`src/rtl/ov7670_pkg.sv`:
```
// ov7670_pkg: shared states, RGB565 layout and default timing for the OV7670 emulator.
`default_nettype none

package ov7670_pkg;

  typedef enum logic [1:0] {
    IDLE   = 2'd0,
    VBLANK = 2'd1,
    ACTIVE = 2'd2,
    HBLANK = 2'd3
  } tx_state_e;

  localparam int RGB_R_BITS  = 5;
  localparam int RGB_G_BITS  = 6;
  localparam int RGB_B_BITS  = 5;
  localparam int RGB565_BITS = RGB_R_BITS + RGB_G_BITS + RGB_B_BITS;

  localparam bit HI_BYTE_FIRST = 1'b1;

  localparam int DEF_WIDTH   = 640;
  localparam int DEF_HEIGHT  = 480;
  localparam int DEF_H_BLANK = 50;
  localparam int DEF_V_BLANK = 5;

endpackage

`default_nettype wire

```
`src/rtl/ov7670_tx_timing.sv`:
```
// ov7670_tx_timing: frame/line counters and state machine; strobes describe the slot
// that the registered outputs will show on the next clock.
`default_nettype none

module ov7670_tx_timing
  import ov7670_pkg::*;
#(
  parameter int WIDTH   = DEF_WIDTH,
  parameter int HEIGHT  = DEF_HEIGHT,
  parameter int H_BLANK = DEF_H_BLANK,
  parameter int V_BLANK = DEF_V_BLANK
) (
  input  logic clk,
  input  logic rst,
  input  logic enable,
  output logic vsync_p,
  output logic href_p,
  output logic first_p,
  output logic fs_p,
  output logic req_n
);

  localparam int L       = 2 * WIDTH + H_BLANK;
  localparam int V_TOTAL = V_BLANK + HEIGHT;
  localparam int HW      = $clog2(L);
  localparam int VW      = $clog2(V_TOTAL);

  localparam logic [HW-1:0] H_LAST       = HW'(L - 1);
  localparam logic [HW-1:0] H_ACT_LAST   = HW'(2 * WIDTH - 1);
  localparam logic [VW-1:0] V_BLANK_LAST = VW'(V_BLANK - 1);
  localparam logic [VW-1:0] V_LAST       = VW'(V_TOTAL - 1);

  if (WIDTH < 1 || HEIGHT < 1 || H_BLANK < 1 || V_BLANK < 1) begin : g_bad_params
    $error("ov7670_tx_timing: WIDTH, HEIGHT, H_BLANK and V_BLANK must all be >= 1");
  end

  tx_state_e       state, state_n;
  logic [HW-1:0]   h_cnt, h_n;
  logic [VW-1:0]   v_cnt, v_n;

  always_ff @(posedge clk or posedge rst) begin
    if (rst) begin
      state <= IDLE;
      h_cnt <= '0;
      v_cnt <= '0;
    end else begin
      state <= state_n;
      h_cnt <= h_n;
      v_cnt <= v_n;
    end
  end

  // enable is only looked at in IDLE and on the last clock of the frame
  always_comb begin
    state_n = state;
    h_n     = h_cnt + 1'b1;
    v_n     = v_cnt;
    case (state)
      IDLE: begin
        h_n = '0;
        v_n = '0;
        if (enable) state_n = VBLANK;
      end
      VBLANK: begin
        if (h_cnt == H_LAST) begin
          h_n = '0;
          v_n = v_cnt + 1'b1;
          if (v_cnt == V_BLANK_LAST) state_n = ACTIVE;
        end
      end
      ACTIVE: begin
        if (h_cnt == H_ACT_LAST) state_n = HBLANK;
      end
      HBLANK: begin
        if (h_cnt == H_LAST) begin
          h_n = '0;
          if (v_cnt == V_LAST) begin
            v_n     = '0;
            state_n = enable ? VBLANK : IDLE;
          end else begin
            v_n     = v_cnt + 1'b1;
            state_n = ACTIVE;
          end
        end
      end
      default: state_n = IDLE;
    endcase
  end

  assign vsync_p = (state == IDLE) || (state == VBLANK);
  assign href_p  = (state == ACTIVE);
  assign first_p = (state == ACTIVE) && !h_cnt[0];
  assign fs_p    = (state == VBLANK) && (h_cnt == '0) && (v_cnt == '0);
  // one slot further ahead so the registered s_ready leads the high-byte slot by a clock
  assign req_n   = (state_n == ACTIVE) && !h_n[0];

endmodule

`default_nettype wire

```
`src/rtl/ov7670_tx.sv`:
```
// ov7670_tx: OV7670-style camera output emulator (RGB565 in, VSYNC/HREF/byte stream out).
// Optional internal byte-counter pattern: define OV7670_TX_TEST_PATTERN_EN.
`default_nettype none

module ov7670_tx
  import ov7670_pkg::*;
#(
  parameter int WIDTH      = DEF_WIDTH,
  parameter int HEIGHT     = DEF_HEIGHT,
  parameter int H_BLANK    = DEF_H_BLANK,
  parameter int V_BLANK    = DEF_V_BLANK,
  parameter int OBIT_WIDTH = 8,
  parameter int IBIT_WIDTH = RGB565_BITS
) (
  input  logic                  cam_PCLK,
  input  logic                  rst,
  input  logic                  enable,
  input  logic                  test_mode,
  input  logic [IBIT_WIDTH-1:0] s_pixel,
  input  logic                  s_valid,
  output logic                  s_ready,
  output logic                  cam_VSYNC,
  output logic                  cam_HREF,
  output logic [OBIT_WIDTH-1:0] cam_dout,
  output logic                  frame_start,
  output logic                  underrun
);

  if (IBIT_WIDTH != 2 * OBIT_WIDTH) begin : g_bad_widths
    $error("ov7670_tx: IBIT_WIDTH must be twice OBIT_WIDTH");
  end

  logic                  vsync_p, href_p, first_p, fs_p, req_n;
  logic                  pattern_on;
  logic [OBIT_WIDTH-1:0] pattern_byte;
  logic [IBIT_WIDTH-1:0] pix_in, pix_hold;
  logic [OBIT_WIDTH-1:0] dout_n;

  ov7670_tx_timing #(
    .WIDTH  (WIDTH),
    .HEIGHT (HEIGHT),
    .H_BLANK(H_BLANK),
    .V_BLANK(V_BLANK)
  ) u_timing (
    .clk    (cam_PCLK),
    .rst    (rst),
    .enable (enable),
    .vsync_p(vsync_p),
    .href_p (href_p),
    .first_p(first_p),
    .fs_p   (fs_p),
    .req_n  (req_n)
  );

`ifdef OV7670_TX_TEST_PATTERN_EN
  logic [OBIT_WIDTH-1:0] pat_cnt;

  assign pattern_on   = test_mode;
  assign pattern_byte = pat_cnt;

  always_ff @(posedge cam_PCLK or posedge rst) begin
    if (rst)                        pat_cnt <= '0;
    else if (fs_p)                  pat_cnt <= '0;
    else if (pattern_on && href_p)  pat_cnt <= pat_cnt + 1'b1;
  end
`else
  logic unused_test_mode;

  assign unused_test_mode = test_mode;
  assign pattern_on       = 1'b0;
  assign pattern_byte     = '0;
`endif

  // a missing pixel is sent as zero; the line timing never waits for the source
  assign pix_in = s_valid ? s_pixel : '0;

  always_comb begin
    dout_n = '0;
    if (href_p) begin
      if (pattern_on)
        dout_n = pattern_byte;
      else if (first_p)
        dout_n = HI_BYTE_FIRST ? pix_in[IBIT_WIDTH-1 -: OBIT_WIDTH] : pix_in[OBIT_WIDTH-1:0];
      else
        dout_n = HI_BYTE_FIRST ? pix_hold[OBIT_WIDTH-1:0] : pix_hold[IBIT_WIDTH-1 -: OBIT_WIDTH];
    end
  end

  always_ff @(posedge cam_PCLK or posedge rst) begin
    if (rst) begin
      cam_VSYNC   <= 1'b1;
      cam_HREF    <= 1'b0;
      cam_dout    <= '0;
      s_ready     <= 1'b0;
      frame_start <= 1'b0;
      underrun    <= 1'b0;
      pix_hold    <= '0;
    end else begin
      cam_VSYNC   <= vsync_p;
      cam_HREF    <= href_p;
      cam_dout    <= dout_n;
      s_ready     <= req_n && !pattern_on;
      frame_start <= fs_p;
      if (s_ready) pix_hold <= pix_in;
      // a new underrun in the frame_start clock wins over the clear
      underrun    <= (s_ready && !s_valid) || (underrun && !fs_p);
    end
  end

endmodule

`default_nettype wire

```
`config.mk`:
```
export PLATFORM = sky130hd
export DESIGN_NAME = ov7670_tx
export DESIGN_NICKNAME = d
export VERILOG_FILES = /design/src/rtl/ov7670_pkg.sv /design/src/rtl/ov7670_tx_timing.sv /design/src/rtl/ov7670_tx.sv
export SDC_FILE = /design/constraint.sdc
export NUM_CORES = 1
export LEC_CHECK = 0
export CAP_MARGIN = 20
export CORE_MARGIN = 5
export CORE_UTILIZATION = 50
export CTS_CLUSTER_DIAMETER = 30
export DETAILED_ROUTE_END_ITERATION = 10
export DONT_BUFFER_PORTS = 1
export HOLD_SLACK_MARGIN = 0.1
export PLACE_DENSITY = 0.66
export SLEW_MARGIN = 0
export SYNTH_ARGS = -nofsm -noshare
export SYNTH_HDL_FRONTEND = slang
export SYNTH_SLANG_ARGS = --single-unit
```
`constraint.sdc`:
```
create_clock -name cam_PCLK -period 2.81 [get_ports cam_PCLK]
set_clock_uncertainty 0.15 [all_clocks]
set_input_delay 0.281 -clock cam_PCLK [delete_from_list [all_inputs] [get_ports cam_PCLK]]
set_output_delay 0.281 -clock cam_PCLK [all_outputs]
set_load 0.005 [all_outputs]
```
==> results of run 1 <==
[kinds of logic (layout without fill, tap and decap cells)]
logic type	after synthesis	after routing	synth area share [%]
buf+inv	26	46	5.13
xor+xnor	13	13	5.62
fa+ha+maj	5	5	3.09
compound gates	32	32	10.1
flops	43	43	53.2
simple gates	83	83	22.8
[state kept, by name (all words and copies together), names as in the netlist]
| name | cells |
|---|---|
| u_timing.h_cnt | 11 |
| u_timing.v_cnt | 9 |
| cam_dout | 8 |
| pix_hold | 8 |
| u_timing.state | 2 |
| cam_HREF | 1 |
| cam_VSYNC | 1 |
| frame_start | 1 |
| s_ready | 1 |
| underrun | 1 |
[power groups by stage]
stage / Sequential (uW) / Combinational, uW / Clock [uW]
3_3_place_gp: 736 / 182 / 0
4_1_cts: 727 / 213 / 389
5_1_grt: 736 / 239 / 424
6_report: 729 / 213 / 379
3_5_place_dp: 741 / 189 / 0
2_1_floorplan: 711 / 170 / 0
[cell usage in the layout (no fill, tap or decap), types with 3 or more instances in the layout]
master	netlist	routed
buf_4	1	3
ha_1	5	5
xor2_1	7	7
nand4_1	6	6
dlygate4sd3_1	0	18
clkbuf_8	0	5
xnor2_1	6	6
inv_1	17	17
nor2_1	28	28
and3_1	6	6
nand2_1	11	11
dfrtp_1	42	42
o21ai_0	12	12
a22oi_1	8	8
a21oi_1	3	3
and2_1	3	3
nand3_1	12	12
[cell type report]
type | count | area (um2) | share of cell area (%)
flip-flops and latches | 43 | 1080 | 46.1
multi-input cells | 133 | 843 | 36.1
repair buffers | 21 | 203 | 8.68
clock buffers | 6 | 72.6 | 3.11
inverters | 17 | 63.8 | 2.73
well taps | 50 | 62.6 | 2.68
clock inverters | 2 | 12.5 | 0.536
[per-layer routing]
layer  wire [um]  vias up  global-route usage [%]  part of all wire [%]
li1            -      735                       -                     -
met1        1790      755                    19.6                    42
met2        2160       53                    29.9                    50
met3         255       13                    5.34                   5.9
met4         105        0                    6.24                   2.4
met5           0        -                       0                     0
[worst max-delay path, cell delays in order (launching register included)]
cell	delay, ns
dfrtp_1	0.66
ha_1	0.22
and4b_1	0.28
a41o_1	0.39
nand4_1	0.19
xor2_1	0.20
nor2_1	0.06
[metrics by stage]
stage / worst slack [ns] / area [um2] / total power [uW] / util [%]
3_3_place_gp: 0.620 / 2070 / 918 / 52.1
6_report: 0.514 / 2330 / 1320 / 58.8
4_1_cts: 0.537 / 2330 / 1330 / 58.8
5_1_grt: 0.351 / 2330 / 1400 / 58.8
2_1_floorplan: 0.980 / 2020 / 881 / -
3_5_place_dp: 0.557 / 2070 / 930 / 52.1
[worst max path at each step]
stage                         to  slack, ns  depth (start not counted)
2_1_floorplan            s_ready       0.98                          7
3_3_place_gp   u_timing.v_cnt[7]       0.62                          6
3_5_place_dp   u_timing.v_cnt[6]       0.56                          6
4_1_cts        u_timing.v_cnt[6]       0.54                          6
5_1_grt        u_timing.v_cnt[6]       0.35                          6
6_report       u_timing.v_cnt[6]       0.51                          6
==> flow_summary.toml, run 1 <==
[floorplanning]
initial_core_util_pct = 51.0
ios = 34
rows = 23
die_h_um = 73.6
dieArea_um2 = 5420
core-area_um2 = 3970
die_w_um = 73.6

[sta]
rsz0062_at_grt = "no"
period_minus_slack_ns = 2.30
slew_headroom_pct = 40.4
setup_viol = 0
hold_viol = 0
whs_ns = 0.151
worst_slew_pin_slew_ns = 0.893
tns_ns = 0
finalCritPeriodShare_pct = 81.7
fmax_ghz = 0.435
timing.final.max_slew_violations = 0

[finish]
antenna_cells = 0
fill_cells = 350
layout.nets = 247
drive_above_1_share_pct = 6.76
area_growth_pct = 15.3
fin_cells = 272

[synthesis]
synth-edff-count = 0
synth_warnings = 0
yosysTopAreaCellShare_pct = 51.9
yosysMostFrequentCell = "dfrtp_1"
ys_seq_elements = 43
synthTopCellsByArea = "dfrtp_1 (52%), nor2_1 (5.2%), inv_1 (3.2%), ha_1 (3.1%), xor2_1 (3.0%)"
ys_seq_area_share_pct = 53.2
yosysTopAreaCell = "dfrtp_1"
synth_area_per_cell_um2 = 10.0
netlist_area_um2 = 2020
syn_nets = 228
synthFlopType = "dfrtp_1"
synth_cells = 202
async_flop_share_pct = 100
synthTopCellsByCount = "dfrtp_1 (42), nor2_1 (28), inv_1 (17)"
ys_types = 38

[clocking]
post_cts_resized = 0
cts_sinks = 43
cts_setup_buffers = 0
clk_pin_slew_ns = 0.08
clk_latency_ns = 0.30
cts_hold_buf = 18
cts_tree = "yes"
root_buffer = "clkbuf_8"
htree_levels = 2
cts_buffer_depth = 2
cts_buffers = 5

[global_routing]
grt_util_all_layers_pct = 17.2
grt_overflow = 0
grt_max_degree = 26
antenna_found_initial = 0
grt_pass1_vias = 1569
grt_pass1_wl_um = 7040

[routing]
avgRoutedWirePerCell_um = 15.9
drtIter0Drc = 182
routed_via_density = 5.72
drt-total-wl_um = 4310
dr.pass1.iters = 4
drc = 0
num_vias = 1556
ant_nets = 0

[setup_path]
reg2reg_from = "u_timing.h_cnt[0]"
required_ns = 2.83
reg2reg_depth = 6
arrival_ns = 2.31
path_class = "reg -> reg"
cp-end-kind = "flip-flop"
reg2reg_to = "u_timing.v_cnt[6]"
startpoint = "u_timing.h_cnt[0]"
rrSetupSlack_ns = 0.51
cp_max_fo = 15
critPathLaunchType = "flip-flop"

[min_path]
hp-start = "enable"
whs_path_depth = 2
min_path_type = "in -> reg"
min_to = "u_timing.state[0]"

[run]
drv_cap = 0

[power]
p_clk_share_pct = 28.7
power_frac_comb_pct = 16.1
p_per_area_nw_per_um2 = 566
swShare_pct = 29.1
switchingPower_uw = 385
p_leak_uw = 0.00106
p_int_uw = 936
vdd_drop_max_uv = 329
seq_power_share_pct = 55.2

[run_status]
status = "completed"

[place]
gp_congestion = 0.831
dp_hpwl_um = 2940
port_buffers = 0
dp.cells = 246
(Power assumes the default switching activity.)
==> inputs of run 2 (changes only) <==
--- a/config.mk
+++ b/config.mk
@@ -5,6 +5,7 @@
 export SDC_FILE = /design/constraint.sdc
 export NUM_CORES = 1
 export LEC_CHECK = 0
+export ABC_AREA = 1
 export CAP_MARGIN = 20
 export CORE_MARGIN = 5
 export CORE_UTILIZATION = 50
@@ -12,7 +13,7 @@
 export DETAILED_ROUTE_END_ITERATION = 10
 export DONT_BUFFER_PORTS = 1
 export HOLD_SLACK_MARGIN = 0.1
-export PLACE_DENSITY = 0.66
+export PLACE_DENSITY = 0.69
 export SLEW_MARGIN = 0
 export SYNTH_ARGS = -nofsm -noshare
 export SYNTH_HDL_FRONTEND = slang
==> constraint.sdc (replaced) <==
create_clock -name cam_PCLK -period 2.1 [get_ports cam_PCLK]
set_clock_uncertainty 0.15 [all_clocks]
set_input_delay 0.21 -clock cam_PCLK [delete_from_list [all_inputs] [get_ports cam_PCLK]]
set_output_delay 0.21 -clock cam_PCLK [all_outputs]
set_load 0.005 [all_outputs]
==> run 2 against run 1 <==
Worst setup slack worse by 0.25 ns. Sequential power is 13% higher. Critical endpoint is now pix_hold[0]. Register-to-register slack worse by 0.17 ns. Final cell count is 33% higher.
==> flow_summary.toml, run 2 <==
[run_status]
status = "completed"

[synthesis]
netlist_area_um2 = 2260
synth-edff-count = 0
synthFlopType = "dfrtp_1"
yosysMostFrequentCell = "nand2_1"
synth_cells = 284
ys_seq_elements = 43
synthTopCellsByArea = "dfrtp_1 (47%), nand2_1 (12%), nand3_1 (8.6%), inv_1 (5.6%), nor2_1 (4.3%)"
synthTopCellsByCount = "nand2_1 (71), dfrtp_1 (42), nand3_1 (39)"
yosysTopAreaCell = "dfrtp_1"
ys_types = 31
ys_seq_area_share_pct = 47.7
yosysTopAreaCellShare_pct = 46.5
synth_warnings = 0
async_flop_share_pct = 100
synth_area_per_cell_um2 = 7.96
syn_nets = 310

[global_routing]
grt_pass1_vias = 1889
met2_usage_pct = 30.2
antenna_found_initial = 0
top_usage_layer = "met2"
gr-usage-met3_pct = 3.63
grt_util_all_layers_pct = 18.2
use_met1_pct = 24.3
grt_pass1_wl_um = 8880
grt_max_degree = 25
grt_overflow = 0

[setup_path]
critPathLaunchType = "primary input"
cpPeakStageDelay_ns = 0.89
path_cells = "dlygate4sd3_1 -> nand3_1 -> dlygate4sd3_1 -> nand2_1"
critPathSlowestCell = "dlygate4sd3_1"
arrival_ns = 1.93
reg2reg_from = "u_timing.h_cnt[1]"
rrSetupSlack_ns = 0.34
critPathMostFrequentCell = "dlygate4sd3_1"
reg2reg_depth = 9
cp_max_fo = 17
reg2reg_to = "u_timing.h_cnt[3]"
cp-end-kind = "flip-flop"
required_ns = 2.19
path_class = "in -> reg"

[finish]
drive_above_1_share_pct = 11.9
largest-register = "u_timing.h_cnt"
mostFrequentLayoutCell = "nand2_1"
top_regs = "u_timing.h_cnt (11), u_timing.v_cnt (9)"
layout.nets = 335
area_growth_pct = 18.3
largest_reg_flops = 11
layout_common_cells = "nand2_1 (71), dfrtp_1 (42), nand3_1 (39), inv_1 (33), nor2_1 (26)"
fill_cells = 383
antenna_cells = 0

[sta]
worst_slew_pin_slew_ns = 0.560
slew_headroom_pct = 62.6
rsz0062_at_grt = "no"
setup_viol = 0
timing.final.max_slew_violations = 0
tns_ns = 0
hold_viol = 0
setup_slack_ns = 0.260
fmax_ghz = 0.543
finalCritPeriodShare_pct = 87.6
period_minus_slack_ns = 1.84

[routing]
avgRoutedWirePerCell_um = 13.8
drt-total-wl_um = 4990
drc = 0
routed_via_density = 5.15
num_vias = 1864
dr.pass1.iters = 4
drtIter0Drc = 108
ant_nets = 0

[place]
place_worst_setup_slack_ns = 0.356
port_buffers = 0
dp_hpwl_um = 3450
gp_congestion = 0.858

[floorplanning]
ios = 34
die_w_um = 77.2
core-area_um2 = 4380
dieArea_um2 = 5960
rows = 24
die_h_um = 77.2
initial_core_util_pct = 51.5

[clocking]
cts_sinks = 43
cts_buffer_depth = 2
cts_tree = "yes"
clk_pin_slew_ns = 0.08
cts_setup_buffers = 0
root_buffer = "clkbuf_8"
clk_latency_ns = 0.29
htree_levels = 2
cts_buffers = 5

[power]
p_clk_share_pct = 45.8
power_frac_comb_pct = 3.5
vdd_drop_max_uv = 432
p_leak_uw = 0.00135
p_per_area_nw_per_um2 = 611
switchingPower_uw = 300
swShare_pct = 18.4
seq_power_share_pct = 50.7
p_int_uw = 1330

[min_path]
min_path_type = "in -> async"

[run]
drv_cap = 0
-- run 2: changes by cell type in the layout (fill, tap and decap cells not counted), moves of 4 or more --
cell,delta
xnor2_1,-6
nand3_1,+27
nand2_2,+4
nor2_2,+7
nand4_1,+6
o21ai_1,+4
inv_1,+16
a22oi_1,-8
o21ai_0,-8
and3_1,-6
nand2_1,+60
-- run 2: worst max-delay path: cells and delay by family --
kind,cells,cell delay (ns)
buffers and inverters,2,1.50
AND/OR/NAND/NOR,2,0.21
-- run 2: power groups by stage --
stage,Sequential [uW],Clock (uW),Combinational [uW]
finish,827,748,57.7
global route,827,812,64.6
CTS,827,774,58.2
detailed placement,844,0,26.5
global placement,844,0,19.9
floorplan,844,0,16.5
-- run 2: per-stage QoR --
stage / instance area [um2] / total power (uW) / util, % / std cells / hold WS, ns
global route: 2670 / 1700 / 61.0 / 362 / 0.178
detailed placement: 2350 / 870 / 53.6 / 335 / -0.0862
finish: 2670 / 1630 / 61.0 / 362 / 0.159
global placement: 2320 / 864 / 53.0 / 334 / 0.144
floorplan: 2260 / 860 / - / 284 / 0.198
CTS: 2670 / 1660 / 61.0 / 362 / 0.157
-- run 2: layout make-up --
| class | count | area (um2) | share of cell area [%] |
|---|---|---|---|
| Tap cell | 52 | 65.1 | 2.43 |
| Clock inverter | 2 | 60.1 | 2.25 |
| Sequential cell | 43 | 1080 | 40.3 |
| Clock buffer | 6 | 72.6 | 2.71 |
| Inverter | 38 | 144 | 5.38 |
| Multi-Input combinational cell | 196 | 1000 | 37.4 |
| Timing Repair Buffer | 25 | 255 | 9.55 |
-- run 2: routing by layer --
metal | wire length, um | share of wire, % | up-vias
li1 | - | - | 955
met1 | 2240 | 45 | 868
met3 | 208 | 4.2 | 4
met2 | 2500 | 50 | 37
met5 | 0 | 0 | -
met4 | 33 | 0.66 | 0
-- run 2: worst max path at each step --
stage / from / to / slack (ns)
detailed placement: u_timing.h_cnt[1] / u_timing.h_cnt[3] / 0.36
global placement: u_timing.h_cnt[1] / u_timing.h_cnt[3] / 0.38
floorplan: u_timing.v_cnt[0] / s_ready / 0.61
finish: s_valid / pix_hold[0] / 0.26
global route: s_valid / pix_hold[0] / 0.17
CTS: u_timing.h_cnt[1] / u_timing.h_cnt[3] / 0.33
-- run 2: cells by family after synthesis --
group	Yosys count	share of synthesized area (%)
fa+ha+maj	5	2.77
flops	43	47.7
buf+inv	45	8.08
compound gates	16	4.37
simple gates	171	35.5
xor+xnor	4	1.55
-- run 2: timing repair --
action                                  in CTS  in global routing
gates resized for setup                      0                  0
hold buffers                                19                  0
hold endpoints to repair                    62                  0
endpoints found under the setup margin       0                  0
==> inputs of run 3 (changes only) <==
--- a/config.mk
+++ b/config.mk
@@ -14,6 +14,7 @@
 export DONT_BUFFER_PORTS = 1
 export HOLD_SLACK_MARGIN = 0.1
 export PLACE_DENSITY = 0.69
+export SETUP_SLACK_MARGIN = 0.5
 export SLEW_MARGIN = 0
 export SYNTH_ARGS = -nofsm -noshare
 export SYNTH_HDL_FRONTEND = slang
==> run 3 against run 2 <==
Flip-flop and latch count stayed put. First-iteration DRC count is 86% higher. Count of clock-buffer cells in the layout did not move. Non-clock buffer count up 17. Largest cell class is now multi-input combinational cells. Critical path type is now reg -> reg. Hold slack worse by 0.051 ns. Global-route usage rose by 0.83 points. Wire length up 11%. Final cell count up 5.0%. Die area unchanged. Worst setup slack gained 0.12 ns.
==> flow_summary.toml, run 3 (synthesized netlist as in run 2, its figures left out) <==
[clocking]
cts_buffer_depth = 2
clk_pin_slew_ns = 0.08
htree_levels = 2
cts_buffers = 5
root_buffer = "clkbuf_8"
cts_tree = "yes"
cts_sinks = 43
clk_latency_ns = 0.29

[sta]
rsz0062_at_grt = "yes"
finalCritPeriodShare_pct = 81.9
tns_ns = 0
slew_headroom_pct = 62.2
worst_slew_pin_slew_ns = 0.564
hold_viol = 0
fmax_ghz = 0.581
whs_ns = 0.108
timing.final.max_slew_violations = 0
period_minus_slack_ns = 1.72
setup_viol = 0

[routing]
drc = 0
routed_via_density = 5.31
ant_nets = 0
dr.pass1.iters = 5
num_vias = 2016
drt-total-wl_um = 5530
avgRoutedWirePerCell_um = 14.6
drtIter0Drc = 201

[setup_path]
path_cells = "buf_4 -> ha_2 -> nand2_2 -> nor2_4 -> nand2_1 -> nor2_2 -> nand2_1 -> o21ai_1 -> a21oi_1"
cp-end-kind = "flip-flop"
required_ns = 2.12
path_class = "reg -> reg"
cpPeakStageDelay_ns = 0.38
cp_max_fo = 3
critPathTopFamily = "simple AND/OR/NAND/NOR gates"
critPathMostFrequentCell = "nand2_1"
arrival_ns = 1.74
critPathSlowestCell = "dfrtp_1"
critPathLaunchType = "flip-flop"
path_buf_inv = 1

[finish]
top_regs = "u_timing.h_cnt (11), u_timing.v_cnt (9)"
fill_cells = 318
mostFrequentLayoutCell = "nand2_1"
largest_reg_flops = 11
layout_common_cells = "nand2_1 (69), dfrtp_1 (39), nand3_1 (36), inv_1 (30), buf_4 (20)"
largest-register = "u_timing.h_cnt"
area_growth_pct = 31.9
layout.nets = 353
antenna_cells = 0
fin_cells = 380
drive_above_1_share_pct = 26.8

[power]
power_frac_comb_pct = 3.6
swShare_pct = 18.6
p_int_uw = 1330
p_per_area_nw_per_um2 = 549
switchingPower_uw = 304
vdd_drop_max_uv = 535
p_clk_share_pct = 45.9
seq_power_share_pct = 50.5
p_leak_uw = 0.00146

[floorplanning]
core-area_um2 = 4380
dieArea_um2 = 5960
ios = 34
initial_core_util_pct = 51.5
rows = 24
die_w_um = 77.2
die_h_um = 77.2

[global_routing]
grt_util_all_layers_pct = 19.1
grt_max_degree = 25
use_met1_pct = 24.9
gr-usage-met3_pct = 4.22
top_usage_layer = "met2"
antenna_found_initial = 0
grt_overflow = 0
grt_pass1_wl_um = 9220
grt_pass1_vias = 1960
met2_usage_pct = 31.6

[place]
dp_hpwl_um = 3450
port_buffers = 0
gp_congestion = 0.858
dp.cells = 335

[min_path]
min_path_type = "in -> reg"

[run]
drv_cap = 0

[run_status]
status = "completed"
run 3: cell types whose count changed in the layout (fill, tap and decap cells not counted), moves of 3 or more:
cell / before / now
dfrtp_1: 42 / 39
dfrtp_2: 0 / 3
buf_4: 5 / 20
nand3_2: 2 / 5
ha_1: 5 / 1
o21ai_0: 4 / 1
inv_1: 33 / 30
nand3_1: 39 / 36
nor2_2: 7 / 14
nor2_1: 26 / 14
nor2_4: 1 / 6
run 3: path summary, 6_finish.rpt:
kind | from | endpoint | slack, ns | cells after the start
worst max-delay path | u_timing.h_cnt[1] | u_timing.h_cnt[10] | 0.38 | 9
worst min-delay path | enable | u_timing.state[0] | 0.11 | 4
worst max register to register | u_timing.h_cnt[1] | u_timing.h_cnt[10] | 0.38 | 9
worst min register to register | pix_hold[6] | pix_hold[6] | 0.34 | 2
max in group asynchronous | rst | u_timing.h_cnt[5] | 1.05 | 4
min in group asynchronous | rst | u_timing.v_cnt[4] | 0.16 | 2
run 3: power groups by stage:
stage	Clock, uW	Sequential (uW)	Combinational [uW]
2_1_floorplan	0	844	16.5
3_3_place_gp	0	844	19.9
3_5_place_dp	0	844	26.5
4_1_cts	774	827	59.5
5_1_grt	814	827	66.1
6_report	751	827	59.5
run 3: per-stage QoR:
stage | utilization, % | setup slack (ns) | area (um2) | power (uW)
finish | 68.0 | 0.380 | 2980 | 1640
global route | 68.0 | 0.298 | 2980 | 1710
CTS | 63.2 | 0.447 | 2770 | 1660
detailed placement | 53.6 | 0.356 | 2350 | 870
global placement | 53.0 | 0.378 | 2320 | 864
floorplan | - | 0.614 | 2260 | 860
run 3: layout make-up:
class,count,area (um2),share of cell area [%]
clock inverters,2,60.1,2.01
clock buffers,6,72.6,2.43
flip-flops and latches,43,1080,36.3
well taps,52,65.1,2.18
repair buffers,42,399,13.4
multi-input cells,197,1150,38.6
inverters,38,151,5.08
run 3: layer usage:
layer	vias up	part of all wire (%)
met4	0	1.3
li1	1000	-
met2	69	51
met1	939	42
met5	-	0
met3	8	5.9
run 3: worst register-to-register path, cell delays in order (launching register included):
cell and delay [ns]:
dfrtp_1 0.38, buf_4 0.13, ha_2 0.17, nand2_2 0.07, nor2_4 0.14, nand2_1 0.09, nor2_2 0.13, nand2_1 0.09
o21ai_1 0.18, a21oi_1 0.08
run 3: repair_timing:
action                                  in CTS  in global routing
resized for setup                            8                 44
pin swaps                                    5                 21
cloned                                       1                  0
endpoints found under the setup margin      23                 24
endpoints found under the hold margin       62                  0
setup buffers                               10                  7
hold buffers                                19                  0
